<file path="src/rtl/irq_ctrl.sv">
// irq_ctrl: machine-level interrupt controller.
//   Synchronises the external/software/timer interrupt pins, exposes them as
//   MIP pending bits, qualifies them with MIE and mstatus.MIE, picks one
//   source by fixed priority (MEI > MSI > MTI) and issues a single
//   outstanding trap request to commit with a req/ack handshake. No further
//   request is raised until MRET retires (no nesting).
//
// Ports:
//   clk, rst_n            core clock, async active-low reset
//   ext_irq/soft_irq/time_irq   raw level interrupt pins (asynchronous)
//   mstatus_mie           global interrupt enable
//   mie_meie/msie/mtie    per-source enables
//   irq_ack               commit has taken the trap this cycle
//   mret_done             MRET committed this cycle
//   irq_req               trap request to commit
//   irq_mcause            mcause value for the request
//   mip_bits              synchronised pending {MEIP, MTIP, MSIP}
//   irq_busy              handler active (acked, MRET not yet seen)
module irq_ctrl #(
    parameter int SYNC_STAGES = 2,
    parameter int CAUSE_W     = 32
) (
    input  logic               clk,
    input  logic               rst_n,
    input  logic               ext_irq,
    input  logic               soft_irq,
    input  logic               time_irq,
    input  logic               mstatus_mie,
    input  logic               mie_meie,
    input  logic               mie_msie,
    input  logic               mie_mtie,
    input  logic               irq_ack,
    input  logic               mret_done,
    output logic               irq_req,
    output logic [CAUSE_W-1:0] irq_mcause,
    output logic [2:0]         mip_bits,
    output logic               irq_busy
);

    typedef enum logic [1:0] {IDLE, REQ, SERVICE} state_e;
    typedef enum logic [1:0] {SRC_MEI, SRC_MSI, SRC_MTI} src_e;

    state_e                       state_q, state_d;
    src_e                         src_q, src_d;
    logic [CAUSE_W-1:0]           cause_q, cause_d;
    logic [SYNC_STAGES-1:0][2:0]  sync_q;

    logic meip, mtip, msip;
    logic en_mei, en_msi, en_mti, any_en, src_still;
    src_e win_src;

    // Synchroniser chain; each stage holds {ext, time, soft} in MIP order.
    always_ff @(posedge clk or negedge rst_n) begin
        if (!rst_n) begin
            sync_q <= '0;
        end else begin
            sync_q[0] <= {ext_irq, time_irq, soft_irq};
            for (int i = 1; i < SYNC_STAGES; i++) begin
                sync_q[i] <= sync_q[i-1];
            end
        end
    end

    assign mip_bits = sync_q[SYNC_STAGES-1];
    assign meip     = mip_bits[2];
    assign mtip     = mip_bits[1];
    assign msip     = mip_bits[0];

    assign en_mei = meip & mie_meie;
    assign en_msi = msip & mie_msie;
    assign en_mti = mtip & mie_mtie;
    assign any_en = en_mei | en_msi | en_mti;

    always_comb begin
        win_src = SRC_MTI;
        if (en_mei)      win_src = SRC_MEI;
        else if (en_msi) win_src = SRC_MSI;
    end

    // Withdraw only looks at the source that was latched; a newly arriving
    // higher-priority source does not disturb an outstanding request.
    always_comb begin
        src_still = 1'b0;
        case (src_q)
            SRC_MEI: src_still = en_mei;
            SRC_MSI: src_still = en_msi;
            SRC_MTI: src_still = en_mti;
            default: src_still = 1'b0;
        endcase
    end

    function automatic logic [CAUSE_W-1:0] cause_of(input src_e s);
        logic [CAUSE_W-1:0] c;
        c = '0;
        c[CAUSE_W-1] = 1'b1;
        case (s)
            SRC_MEI: c[3:0] = 4'd11;
            SRC_MSI: c[3:0] = 4'd3;
            default: c[3:0] = 4'd7;
        endcase
        return c;
    endfunction

    always_comb begin
        state_d = state_q;
        src_d   = src_q;
        cause_d = cause_q;
        case (state_q)
            IDLE: begin
                if (mstatus_mie && any_en) begin
                    state_d = REQ;
                    src_d   = win_src;
                    cause_d = cause_of(win_src);
                end
            end
            REQ: begin
                // Ack takes precedence over withdraw.
                if (irq_ack)                        state_d = SERVICE;
                else if (!mstatus_mie || !src_still) state_d = IDLE;
            end
            SERVICE: begin
                if (mret_done) state_d = IDLE;
            end
            default: state_d = IDLE;
        endcase
    end

    always_ff @(posedge clk or negedge rst_n) begin
        if (!rst_n) begin
            state_q <= IDLE;
            src_q   <= SRC_MEI;
            cause_q <= '0;
        end else begin
            state_q <= state_d;
            src_q   <= src_d;
            cause_q <= cause_d;
        end
    end

    assign irq_req    = (state_q == REQ);
    assign irq_busy   = (state_q == SERVICE);
    assign irq_mcause = cause_q;

endmodule

</file>
<file path="config.mk">
export PLATFORM = sky130hd
export DESIGN_NAME = irq_ctrl
export DESIGN_NICKNAME = d
export VERILOG_FILES = /design/src/rtl/irq_ctrl.sv
export SDC_FILE = /design/constraint.sdc
export NUM_CORES = 1
export LEC_CHECK = 0
export BUFFER_PORTS_ARGS = -buffer_cell sky130_fd_sc_hd__buf_2
export CORE_MARGIN = 2
export CORE_UTILIZATION = 36
export CTS_CLUSTER_SIZE = 16
export DETAILED_ROUTE_END_ITERATION = 10
export HOLD_SLACK_MARGIN = 0.05
export PLACE_DENSITY = 0.86
export SETUP_SLACK_MARGIN = 0.4
export SLEW_MARGIN = 20
export SYNTH_ARGS = -nofsm -noshare
export SYNTH_HDL_FRONTEND = slang
export SYNTH_SLANG_ARGS = --single-unit
</file>
<file path="constraint.sdc">
create_clock -name clk -period 1.3 [get_ports clk]
set_input_delay 0.13 -clock clk [delete_from_list [all_inputs] [get_ports clk]]
set_output_delay 0.13 -clock clk [all_outputs]
set_load 0.005 [all_outputs]
</file>
Yosys cells after proc, flatten, opt, wreduce, memory -nomap -nowiden --
Cells that the tools add are included.
Storage, ports and cells: flip-flop bits (word level) 15, latch bits 0, RAM bits 0, ROM bits 0, input port bits 11, output and inout bits 37, word-level logic and storage cells 36, memories kept 0
Cells by class: add/sub/neg operators 0, multipliers 0, div/mod/pow operators 0, $lt $le $gt $ge 0, equal/unequal tests 8, shift operators 0, muxes and demuxes 9, bitwise operators 5, reduce and logical (&&, ||, !) cells 9
Operators by type and width (count):
- two-way mux 2 bit | 6
- case mux 4 bit (2 select lines) | 1
- == test 2 x 1 -> 1 bit (second input constant) | 3
- logical NOT 2 bit | 3
- case mux 2 bit (3 select lines) | 1
- == test 2 bit (second input constant) | 2
- != test 2 bit (second input constant) | 2
- AND 1 bit | 3
- != test 3 x 2 -> 1 bit (second input constant) | 1
- case mux 1 bit (3 select lines) | 1
- AND reduction 3 bit | 1
- logical NOT 1 bit | 2
- OR 1 bit | 2
- AND reduction 2 bit | 1
- logical AND 1 bit | 1
- logical OR 1 bit | 1

Longest topological paths before layout --
Gate-level depths: netlist (run 1).
depth in word-level cells 7, depth in mapped cells 3, gate-level depth less buffers 3

Worst setup path before layout (run 1) --
Ideal clock, no wire load.
kind reg-to-reg, from register sync_q (netlist bit mip_bits[0]), to register cause_q[3] (netlist: irq_mcause[3]), data arrival time 1253 ps, slack -81 ps, stages on the path, launching flop included 4, buffers on the path 0, period minus slack after synthesis 1381 ps, path through dfrtp_1 -> a222oi_1 -> nor4b_4 -> mux2_1
On the way: cells in the longest elaborated chain, start to end 5, elaborated cells on any way between the ends 10, classes of those cells 1 x eq/ne; 3 x mux; 3 x bitwise; 3 x reduce/logical
Ends and longest elaborated chain:
- start: declaration | line 46 | logic [SYNC_STAGES-1:0][2:0] sync_q;
- start signal: indexed assignment | line 59 | sync_q[i] <= sync_q[i-1];
- AND 1 bit * | line 70 | assign en_msi = msip & mie_msie;
- two-way mux 2 bit / OR 1 bit (equally long branches) | line 77, 72
- two-way mux 2 bit / OR 1 bit (equally long branches) | line 76, 72
- == test 2 x 1 -> 1 bit, or another cell as far along | line 96 | case (s)
- case mux 4 bit (2 select lines) / AND reduction 2 bit (equally long branches)
- end signal: assignment | line 136 | cause_q <= cause_d;
- end: declaration | line 45 | logic [CAUSE_W-1:0] cause_q, cause_d;
Mark *: on every way between the ends. The rest lies on a longest branch, timed or not. A chain may end at the register's enable or synchronous reset.

Worst setup path in the final report (run 1) --
from register sync_q (netlist bit mip_bits[0]), to register src_q[1]
On the way: cells in the longest elaborated chain, start to end 5, elaborated cells on any way between the ends 7, classes of those cells 2 x mux; 3 x bitwise; 2 x reduce/logical
Ends and longest elaborated chain:
- AND 1 bit * | line 70
- OR 1 bit (2 in series) | line 72 | assign any_en = en_mei | en_msi | en_mti;
- logical AND 1 bit | line 110 | if (mstatus_mie && any_en) begin
- AND reduction 2 bit (no source line)
- end signal: assignment | line 135 | src_q <= src_d;
- end: declaration | line 44 | src_e src_q, src_d;
Marked as above.

==> impl_metrics.tcl, run 1 <==
set metrics [dict create \
    antenna_cells 0 \
    syn-mean-instance-area_sq_um 10.75 \
    violations "negative setup slack" \
    totalWireLength_mm 1.136 \
    power.leakage_nw 0.4472 \
    die_w_um 48.39 \
    cts_tree "yes" \
    max-cap-violations 0 \
    synth_area_leader_cell "dfrtp_1" \
    grt_max_degree 13 \
    yosysUniqueCellTypes 18 \
    finalHoldViolations 0 \
    io_buffers 20 \
    hp-class "input pin to flip-flop" \
    timing.hold.ws_ns 0.1582 \
    placementRows 16 \
    crit_fanout 5 \
    status "finished with violations" \
    fin_ws_ns -0.1254 \
    drtAntennaViolNets 0 \
    syn_inst 66 \
    critPathArrivalTime_ns 1.56 \
    power.density_nw_per_um2 1080 \
    drcViolationCount 0 \
    initial_utilization_pct 37.30 \
    grt_pass1_vias 417 \
    peakVddDrop_mv 0.5897 \
    post_drt_wl_per_cell_um 9.627 \
    maxSlewViolCount 0 \
    cp-end-kind "flip-flop" \
    swShare_pct 26.26 \
    ios 48 \
    yosys-top-cells-area "dfrtp_1, buf_4, mux2_1" \
    finalSetupViolCount 5 \
    cts_max_level 1 \
    p_comb_share_pct 26.4 \
    num_vias 461 \
    crit_type "flip-flop to flip-flop" \
    overflow 0 \
    synth_top_area_share_pct 42.33 \
    nFillCells 180 \
    p_seq_share_pct 51.1 \
    ys_ff_latch 12 \
    power.internal_w 0.0006665 \
    place_congestion 0.7546 \
    synth_area_sq_um 709.4 \
    cp_num_buf_inv 0 \
    rsz0062_at_grt "yes" \
    timing.fmax_mhz 701.6 \
    min_period_over_period_pct 109.6 \
    antenna_found_initial 0 \
    slowest_delay_ns 0.48 \
    cp_slowest_cell "a222oi_1" \
    cp-start-kind "flip-flop" \
    area_growth_pct 17.99 \
    cts_buffer_depth 2 \
    setup_tns_ns -0.5216 \
    grtUsageTotal_pct 9.808 \
    clock-sinks 12 \
    power_switching_w 0.0002373 \
    clock_power_share_pct 22.4 \
    dr.pass1.iters 4 \
    core-area_sq_um 1902 \
    via_per_inst 3.907 \
    skew_ns 0.001225 \
    worstPathCellList "a222oi_1 -> nor4b_4 -> mux2_4" \
    cts-root-buf "clkbuf_4" \
    drive_above_1_share_pct 39.56 \
    die-area_sq_um 2342 \
    ys_seq_area_share_pct 42.33 \
    grt_pass1_wl_mm 1.731 \
    clkLatencyLatePin_ns 0.25 \
    drt_iter0_drc 8 \
    clk_pin_slew_ns 0.06 \
    synth_warnings 0 \
    fp.dieH_um 48.39 \
    cp_data_required_time_ns 1.44 \
    min_period_ns 1.425 \
    critPathTopFamily "compound AO/OA/AOI/OAI gates" \
    final_nets 104 \
    cts_buffers 3 \
]
metrics by stage:
step | instances | worst slack (ns) | power (W) | area [sq um] | util [%]
floorplan | 92 | -0.06271 | 0.0006282 | 807.0 | -
global placement | 110 | -0.07650 | 0.0006273 | 723.2 | 38.03
detailed placement | 110 | -0.1207 | 0.0006376 | 723.2 | 38.03
CTS | 117 | -0.1154 | 0.0008743 | 814.5 | 42.83
global route | 118 | -0.1796 | 0.0009650 | 837.1 | 44.01
finish | 118 | -0.1254 | 0.0009038 | 837.1 | 44.01
final cells by class:
class / instances / area [sq um] / area share, %
clock buffers: 3 / 22.52 / 2.691
repair buffers: 29 / 195.2 / 23.32
flip-flops and latches: 12 / 300.3 / 35.87
inverters: 1 / 3.754 / 0.4484
multi-input cells: 46 / 281.5 / 33.63
well taps: 27 / 33.78 / 4.036
placed cells by master (no fill, tap or decap), drive strengths merged, types with 2 or more instances in the layout:
cell type     n
nor2b         2
clkbuf        3
dlygate4sd3   4
buf          25
conb         27
dfrtp        12
nand2         3
mux2          3
sequential cells by signal (all words and copies together), names as in the netlist:
name and cells:
irq_mcause 2, mip_bits 3, src_q 2, state_q 2
sync_q 3
worst register-to-register path, cell delays in order (launching register included):
cell and delay, ns:
dfrtp_1 0.39, a222oi_1 0.48, nor4b_4 0.13, mux2_4 0.32
Yosys cell counts:
master / number
a41o_2: 1
inv_1: 1
conb_1: 1
buf_4: 33
or3_1: 1
nor4bb_1: 1
nor2_1: 1
a21oi_1: 1
a222oi_1: 1
a22o_1: 1
o21ai_0: 1
and2_1: 1
dfrtp_1: 12
or2_2: 1
nand2_1: 3
nor4b_4: 1
nor2b_1: 2
mux2_1: 3
power by group through the flow:
stage	Clock, W	Combinational [W]	Sequential [W]
detailed placement	0	0.000176	0.000462
global placement	0	0.000171	0.000457
finish	0.000203	0.000239	0.000462
floorplan	0	0.000173	0.000455
global route	0.000234	0.000264	0.000467
CTS	0.000211	0.000204	0.000459
kinds of logic (layout without fill, tap and decap cells):
logic type,after synthesis,in the layout,share of synthesized area (%)
AND/OR/NAND/NOR,11,11,11.29
buffers and inverters,34,33,35.45
multiplexers,3,3,4.762
flip-flops,12,12,42.33
other,1,27,0.5286
AO/OA/AOI/OAI,5,5,5.643
routing by layer:
| metal | part of all wire [%] | track usage (%) | up-vias |
|---|---|---|---|
| met5 | 0 | 0 | - |
| met4 | 2.8 | 6.667 | 0 |
| met3 | 10 | 4.630 | 4 |
| met2 | 50 | 17.13 | 35 |
| met1 | 36 | 8.982 | 214 |
| li1 | - | - | 208 |
what timing repair did:
item                       4_1_cts  5_1_grt
buffers inserted                 0        1
pin swaps                        1        0
hold endpoints to repair        15        0
hold buffers                     4        0
setup endpoints to repair       16       16
gates resized for setup          8        4
path summary, 6_finish.rpt:
kind                                  startpoint                        end  slack [ns]  cells after the start
min                                      irq_ack     state_q[1]$_DFFE_PN0P_        0.16                      2
min reg2reg                  sync_q[1]$_DFF_PN0_      mip_bits[1]$_DFF_PN0_        0.35                      0
max                        mip_bits[0]$_DFF_PN0_       src_q[1]$_DFFE_PN0P_       -0.13                      3
max reg2reg                mip_bits[0]$_DFF_PN0_       src_q[1]$_DFFE_PN0P_       -0.13                      3
max in group asynchronous                  rst_n  irq_mcause[3]$_DFFE_PN0P_        0.82                      2
min in group asynchronous                  rst_n     state_q[1]$_DFFE_PN0P_        0.27                      2
No activity file was read; power rests on OpenSTA's default activity.
==> inputs of run 2 (changes only) <==
- ABC_AREA: default -> 1
- CORE_UTILIZATION: 36 -> 38
- CTS_BUF_LIST: default -> sky130_fd_sc_hd__clkbuf_4 sky130_fd_sc_hd__clkbuf_8
- PLACE_DENSITY: 0.86 -> 0.88
- RECOVER_POWER: default -> 100
==> run 2 against run 1 <==
Compared with the run above: the flow now finishes without violations; via count up 17%; first-iteration DRC count is 13% higher; routed wire length is 2.6% higher; non-clock buffer count shrank 1; global-route usage up 1.6 points; fmax grew 27%; utilization up 3.2 points; total power is 0.89% higher; synthesized area is 3.4% higher; setup slack better by 0.30 ns; highest routed layer is now met3.
==> impl_metrics.tcl, run 2 <==
set metrics [dict create \
    status "complete, no violations" \
    placementRows 15 \
    drive_above_1_share_pct 23.85 \
    io_buffers 20 \
    power.internal_w 0.0006594 \
    placed_cells 122 \
    yosys-top-cells-area "dfrtp_1, buf_4, nand2_1" \
    rsz0062_at_grt "yes" \
    clkLatencyLatePin_ns 0.26 \
    power_switching_w 0.0002525 \
    fp.dieH_um 47.93 \
    antenna_cells 0 \
    fin_ws_ns 0.1784 \
    cts_buffers 3 \
    grt_pass1_wl_mm 1.863 \
    cts_max_level 1 \
    via_per_inst 4.030 \
    p_comb_share_pct 21.0 \
    synth.most_common_cell "buf_4" \
    setup_tns_ns 0 \
    timing.hold.ws_ns 0.1001 \
    synth_area_leader_cell "dfrtp_1" \
    yosysUniqueCellTypes 12 \
    cts_tree "yes" \
    cts_buffer_depth 2 \
    clk_pin_slew_ns 0.07 \
    die_w_um 47.93 \
    swShare_pct 27.69 \
    synth_top_area_share_pct 40.96 \
    drt_iter0_drc 9 \
    synth_top_flop_cell "dfrtp_1" \
    cp-end-kind "output pin" \
    slew_headroom_pct 57.40 \
    cp_data_required_time_ns 1.17 \
    ios 48 \
    dr.pass1.iters 4 \
    async_flop_share_pct 100.0 \
    area_growth_pct 13.65 \
    finalHoldViolations 0 \
    ys_seq_area_share_pct 40.96 \
    worstPathCellList "nand2_1 -> clkinv_1 -> buf_2" \
    place_ws_ns 0.3104 \
    final_common_cell "conb_1" \
    hp-class "input pin to flip-flop" \
    layoutNonFillerInstCount 134 \
    timing.fmax_mhz 891.6 \
    die-area_sq_um 2297 \
    crit_type "flip-flop to output pin" \
    cp_num_buf_inv 2 \
    drcViolationCount 0 \
    final_nets 121 \
    power.leakage_nw 0.4650 \
    power.density_nw_per_um2 1094 \
    place_congestion 0.7687 \
    max-cap-violations 0 \
    min_period_over_period_pct 86.28 \
    finalSetupViolCount 0 \
    grtUsageTotal_pct 11.45 \
    synth_warnings 0 \
    crit_fanout 4 \
    syn-mean-instance-area_sq_um 8.729 \
    min_period_ns 1.122 \
    num_vias 540 \
    cp_slowest_cell "dfrtp_1" \
    initial_utilization_pct 41.56 \
    synth_edf_count 0 \
    overflow 0 \
    critPathTopFamily "flip-flops" \
    clock_power_share_pct 31.2 \
    tightest_slew_ns 0.6390 \
    clock-sinks 12 \
    hpwl_um 943.3 \
    totalWireLength_mm 1.166 \
    cts-root-buf "clkbuf_4" \
    p_seq_share_pct 47.7 \
    grt_max_degree 13 \
    maxSlewViolCount 0 \
    skew_ns 0.001368 \
    post_drt_wl_per_cell_um 8.701 \
    synth_area_sq_um 733.2 \
    core-area_sq_um 1764 \
    synth_commonest_cells "buf_4, nand2_1, dfrtp_1" \
    critPathArrivalTime_ns 0.99 \
    nFillCells 188 \
    ys_ff_latch 12 \
    syn_inst 84 \
    slowest_delay_ns 0.42 \
    grt_pass1_vias 475 \
    peakVddDrop_mv 0.6603 \
    layout_common_cells "conb_1, nand2_1, buf_2" \
    drtAntennaViolNets 0 \
    antenna_found_initial 0 \
    cp-start-kind "flip-flop" \
]
[run 2: cell type report]
type	count	area (sq um)	area share, %
well taps	25	31.28	3.754
clock buffers	4	36.28	4.354
flip-flops and latches	12	300.3	36.04
repair buffers	28	165.2	19.82
multi-input cells	58	274.0	32.88
inverters	7	26.28	3.153
[run 2: worst min-delay path, stage by stage]
cell	delay (ns)
buf_2	0.09
nand2_1	0.05
o31ai_1	0.05
[run 2: cell families (layout without fill, tap and decap cells)]
logic type / Yosys count / count (layout) / share of synthesized area, %
compound gates: 1 / 1 / 1.024
buf+inv: 40 / 39 / 37.37
flops: 12 / 12 / 40.96
other cells: 1 / 27 / 0.5115
simple gates: 30 / 30 / 20.13
[run 2: power groups by stage]
stage / logic (W) / clock network [W] / registers, W
after floorplan: 0.000167 / 0 / 0.000438
after global placement: 0.000150 / 0 / 0.000441
after detailed placement: 0.000158 / 0 / 0.000443
after CTS: 0.000194 / 0.000289 / 0.000438
after global routing: 0.000224 / 0.000307 / 0.000440
final: 0.000192 / 0.000285 / 0.000435
[run 2: per-stage QoR]
step	power [W]	area (sq um)	utilization, %
2_1_floorplan	0.0006046	830.8	-
3_3_place_gp	0.0005909	714.4	40.50
3_5_place_dp	0.0006008	714.4	40.50
4_1_cts	0.0009215	838.3	47.52
5_1_grt	0.0009718	833.3	47.23
6_report	0.0009119	833.3	47.23
[run 2: final timing paths]
kind	cells past startpoint	slack, ns	start	endpoint
setup / recovery	3	0.18	state_q[0]$_DFFE_PN0P_	irq_req
hold / removal	3	0.10	irq_ack	state_q[1]$_DFFE_PN0P_
setup reg to reg	4	0.20	state_q[0]$_DFFE_PN0P_	src_q[0]$_DFFE_PN0P_
hold reg to reg	0	0.36	sync_q[2]$_DFF_PN0_	mip_bits[2]$_DFF_PN0_
max in group asynchronous	2	0.49	rst_n	mip_bits[0]$_DFF_PN0_
min in group asynchronous	2	0.40	rst_n	sync_q[1]$_DFF_PN0_
[run 2: per-layer routing]
metal | vias up | global-route usage (%) | share of wire (%)
li1 | 251 | - | -
met1 | 252 | 12.62 | 37
met2 | 37 | 21.60 | 53
met3 | 0 | 2.642 | 10
met4 | 0 | 3.243 | 0
met5 | - | 0 | 0
[run 2: repair_timing]
| item | in CTS | in global routing |
|---|---|---|
| gates resized for setup | 7 | 0 |
| pin swaps | 1 | 1 |
| endpoints found under the hold margin | 16 | 0 |
| hold buffers | 5 | 0 |
| buffers inserted | 2 | 1 |
| endpoints found under the setup margin | 15 | 15 |
==> inputs of run 3 (changes only) <==
- CORE_MARGIN: 2 -> 5
==> run 3 against run 2 <==
Compared with the run above: combinational power is 33% higher; setup slack worse by 0.029 ns; non-clock buffer count up 5.
==> impl_metrics.tcl, run 3 (synthesis gave the netlist of run 2 again) <==
set metrics [dict create \
    place_congestion 0.7418 \
    dr.pass1.iters 4 \
    antenna_cells 0 \
    maxSlewViolCount 0 \
    grtUsageTotal_pct 11.28 \
    clkLatencyLatePin_ns 0.27 \
    clock-sinks 12 \
    cp_data_required_time_ns 1.17 \
    rsz0062_at_grt "yes" \
    clk_pin_slew_ns 0.07 \
    critPathArrivalTime_ns 1.02 \
    ios 48 \
    initial_utilization_pct 41.12 \
    min_period_over_period_pct 88.51 \
    power.density_nw_per_um2 1093 \
    hpwl_mm 1.078 \
    grt_pass1_vias 536 \
    overflow 0 \
    antenna_found_initial 0 \
    cts_buffers 3 \
    cts_tree "yes" \
    grt_pass1_wl_mm 2.270 \
    io_buffers 20 \
    max-cap-violations 0 \
    crit_type "flip-flop to output pin" \
    drive_above_1_share_pct 36.84 \
    die-area_sq_um 2908 \
    cts-root-buf "clkbuf_4" \
    finalSetupViolCount 0 \
    core-area_sq_um 1783 \
    slew_headroom_pct 57.31 \
    utilization_pct 50.67 \
    placementRows 15 \
    area_growth_pct 23.21 \
    min_period_ns 1.151 \
    fp.dieH_um 53.93 \
    nFillCells 167 \
    status "complete, no violations" \
    power.leakage_nw 0.5017 \
    num_vias 556 \
    drcViolationCount 0 \
    post_drt_wl_per_cell_um 10.77 \
    crit_fanout 4 \
    skew_ns 0.005656 \
    final_common_cell "conb_1" \
    cp-start-kind "flip-flop" \
    peakVddDrop_mv 0.6316 \
    drt_iter0_drc 4 \
    hp-class "input pin to flip-flop" \
    totalWireLength_mm 1.497 \
    cts_buffer_depth 2 \
    setup_tns_ns 0 \
    tightest_slew_ns 0.6403 \
    grt_max_degree 13 \
    cts_max_level 1 \
    layout_common_cells "conb_1, buf_2, dfrtp_1" \
    die_w_um 53.93 \
    timing.fmax_mhz 869.1 \
    via_per_inst 4.000 \
    final_nets 126 \
    drtAntennaViolNets 0 \
    finalHoldViolations 0 \
    cp-end-kind "output pin" \
]
==> run 3: changes by cell type in the layout (fill, tap and decap cells not counted), sizes merged <==
cell / delta
inv: +1
clkbuf: +2
buf: +3
clkinv: -1
==> run 3: timing repair <==
action | CTS | global route
hold buffers | 5 | 0
gates resized for setup | 8 | 11
pin swaps | 3 | 4
gates cloned | 0 | 0
hold endpoints to repair | 16 | 0
setup buffers | 5 | 3
setup endpoints to repair | 15 | 16
==> run 3: area by class of cell <==
class	count	area, sq um	area share [%]
clock buffer	4	36.28	4.017
inverter	7	26.28	2.909
multi-input combinational	58	304.0	33.66
sequential	12	300.3	33.24
tap	25	31.28	3.463
timing repair buffer	33	205.2	22.71
==> run 3: final timing paths <==
path                                         from  slack, ns                         to  depth (start not counted)
hold reg to reg               sync_q[2]$_DFF_PN0_       0.35      mip_bits[2]$_DFF_PN0_                          0
setup reg to reg           state_q[0]$_DFFE_PN0P_       0.19     state_q[1]$_DFFE_PN0P_                          6
max in group asynchronous                   rst_n       0.51      mip_bits[0]$_DFF_PN0_                          2
hold / removal                            irq_ack       0.10     state_q[1]$_DFFE_PN0P_                          3
setup / recovery           state_q[0]$_DFFE_PN0P_       0.15                    irq_req                          3
min in group asynchronous                   rst_n       0.38  irq_mcause[3]$_DFFE_PN0P_                          2
==> run 3: routing by layer <==
metal / track usage (%) / vias to the layer above / part of all wire [%]
li1: - / 261 / -
met1: 11.54 / 245 / 33
met2: 19.15 / 45 / 48
met3: 3.324 / 5 / 16
met4: 8.511 / 0 / 2.4
met5: 0 / - / 0
==> run 3: through the flow <==
stage / cells / total power [W] / setup slack, ns / area, sq um / hold slack (ns)
floorplan: 110 / 0.0006046 / 0.4191 / 830.8 / -0.1656
global placement: 122 / 0.0005917 / 0.3413 / 714.4 / 0.008935
detailed placement: 122 / 0.0006020 / 0.3188 / 714.4 / 0.01973
CTS: 136 / 0.0009637 / 0.1892 / 863.3 / 0.09729
global route: 139 / 0.001053 / 0.09421 / 903.4 / 0.1012
finish: 139 / 0.0009875 / 0.1494 / 903.4 / 0.1035
==> run 3: worst max-delay path, stage by stage, from the launching register on <==
cell,delay (ns)
dfrtp_1,0.44
nand2_1,0.14
inv_2,0.05
buf_6,0.11
==> run 3: where the power goes <==
group          internal [W]  switching [W]
registers          0.000409      0.0000319
logic              0.000120       0.000135
clock network      0.000170       0.000121
total              0.000699       0.000288
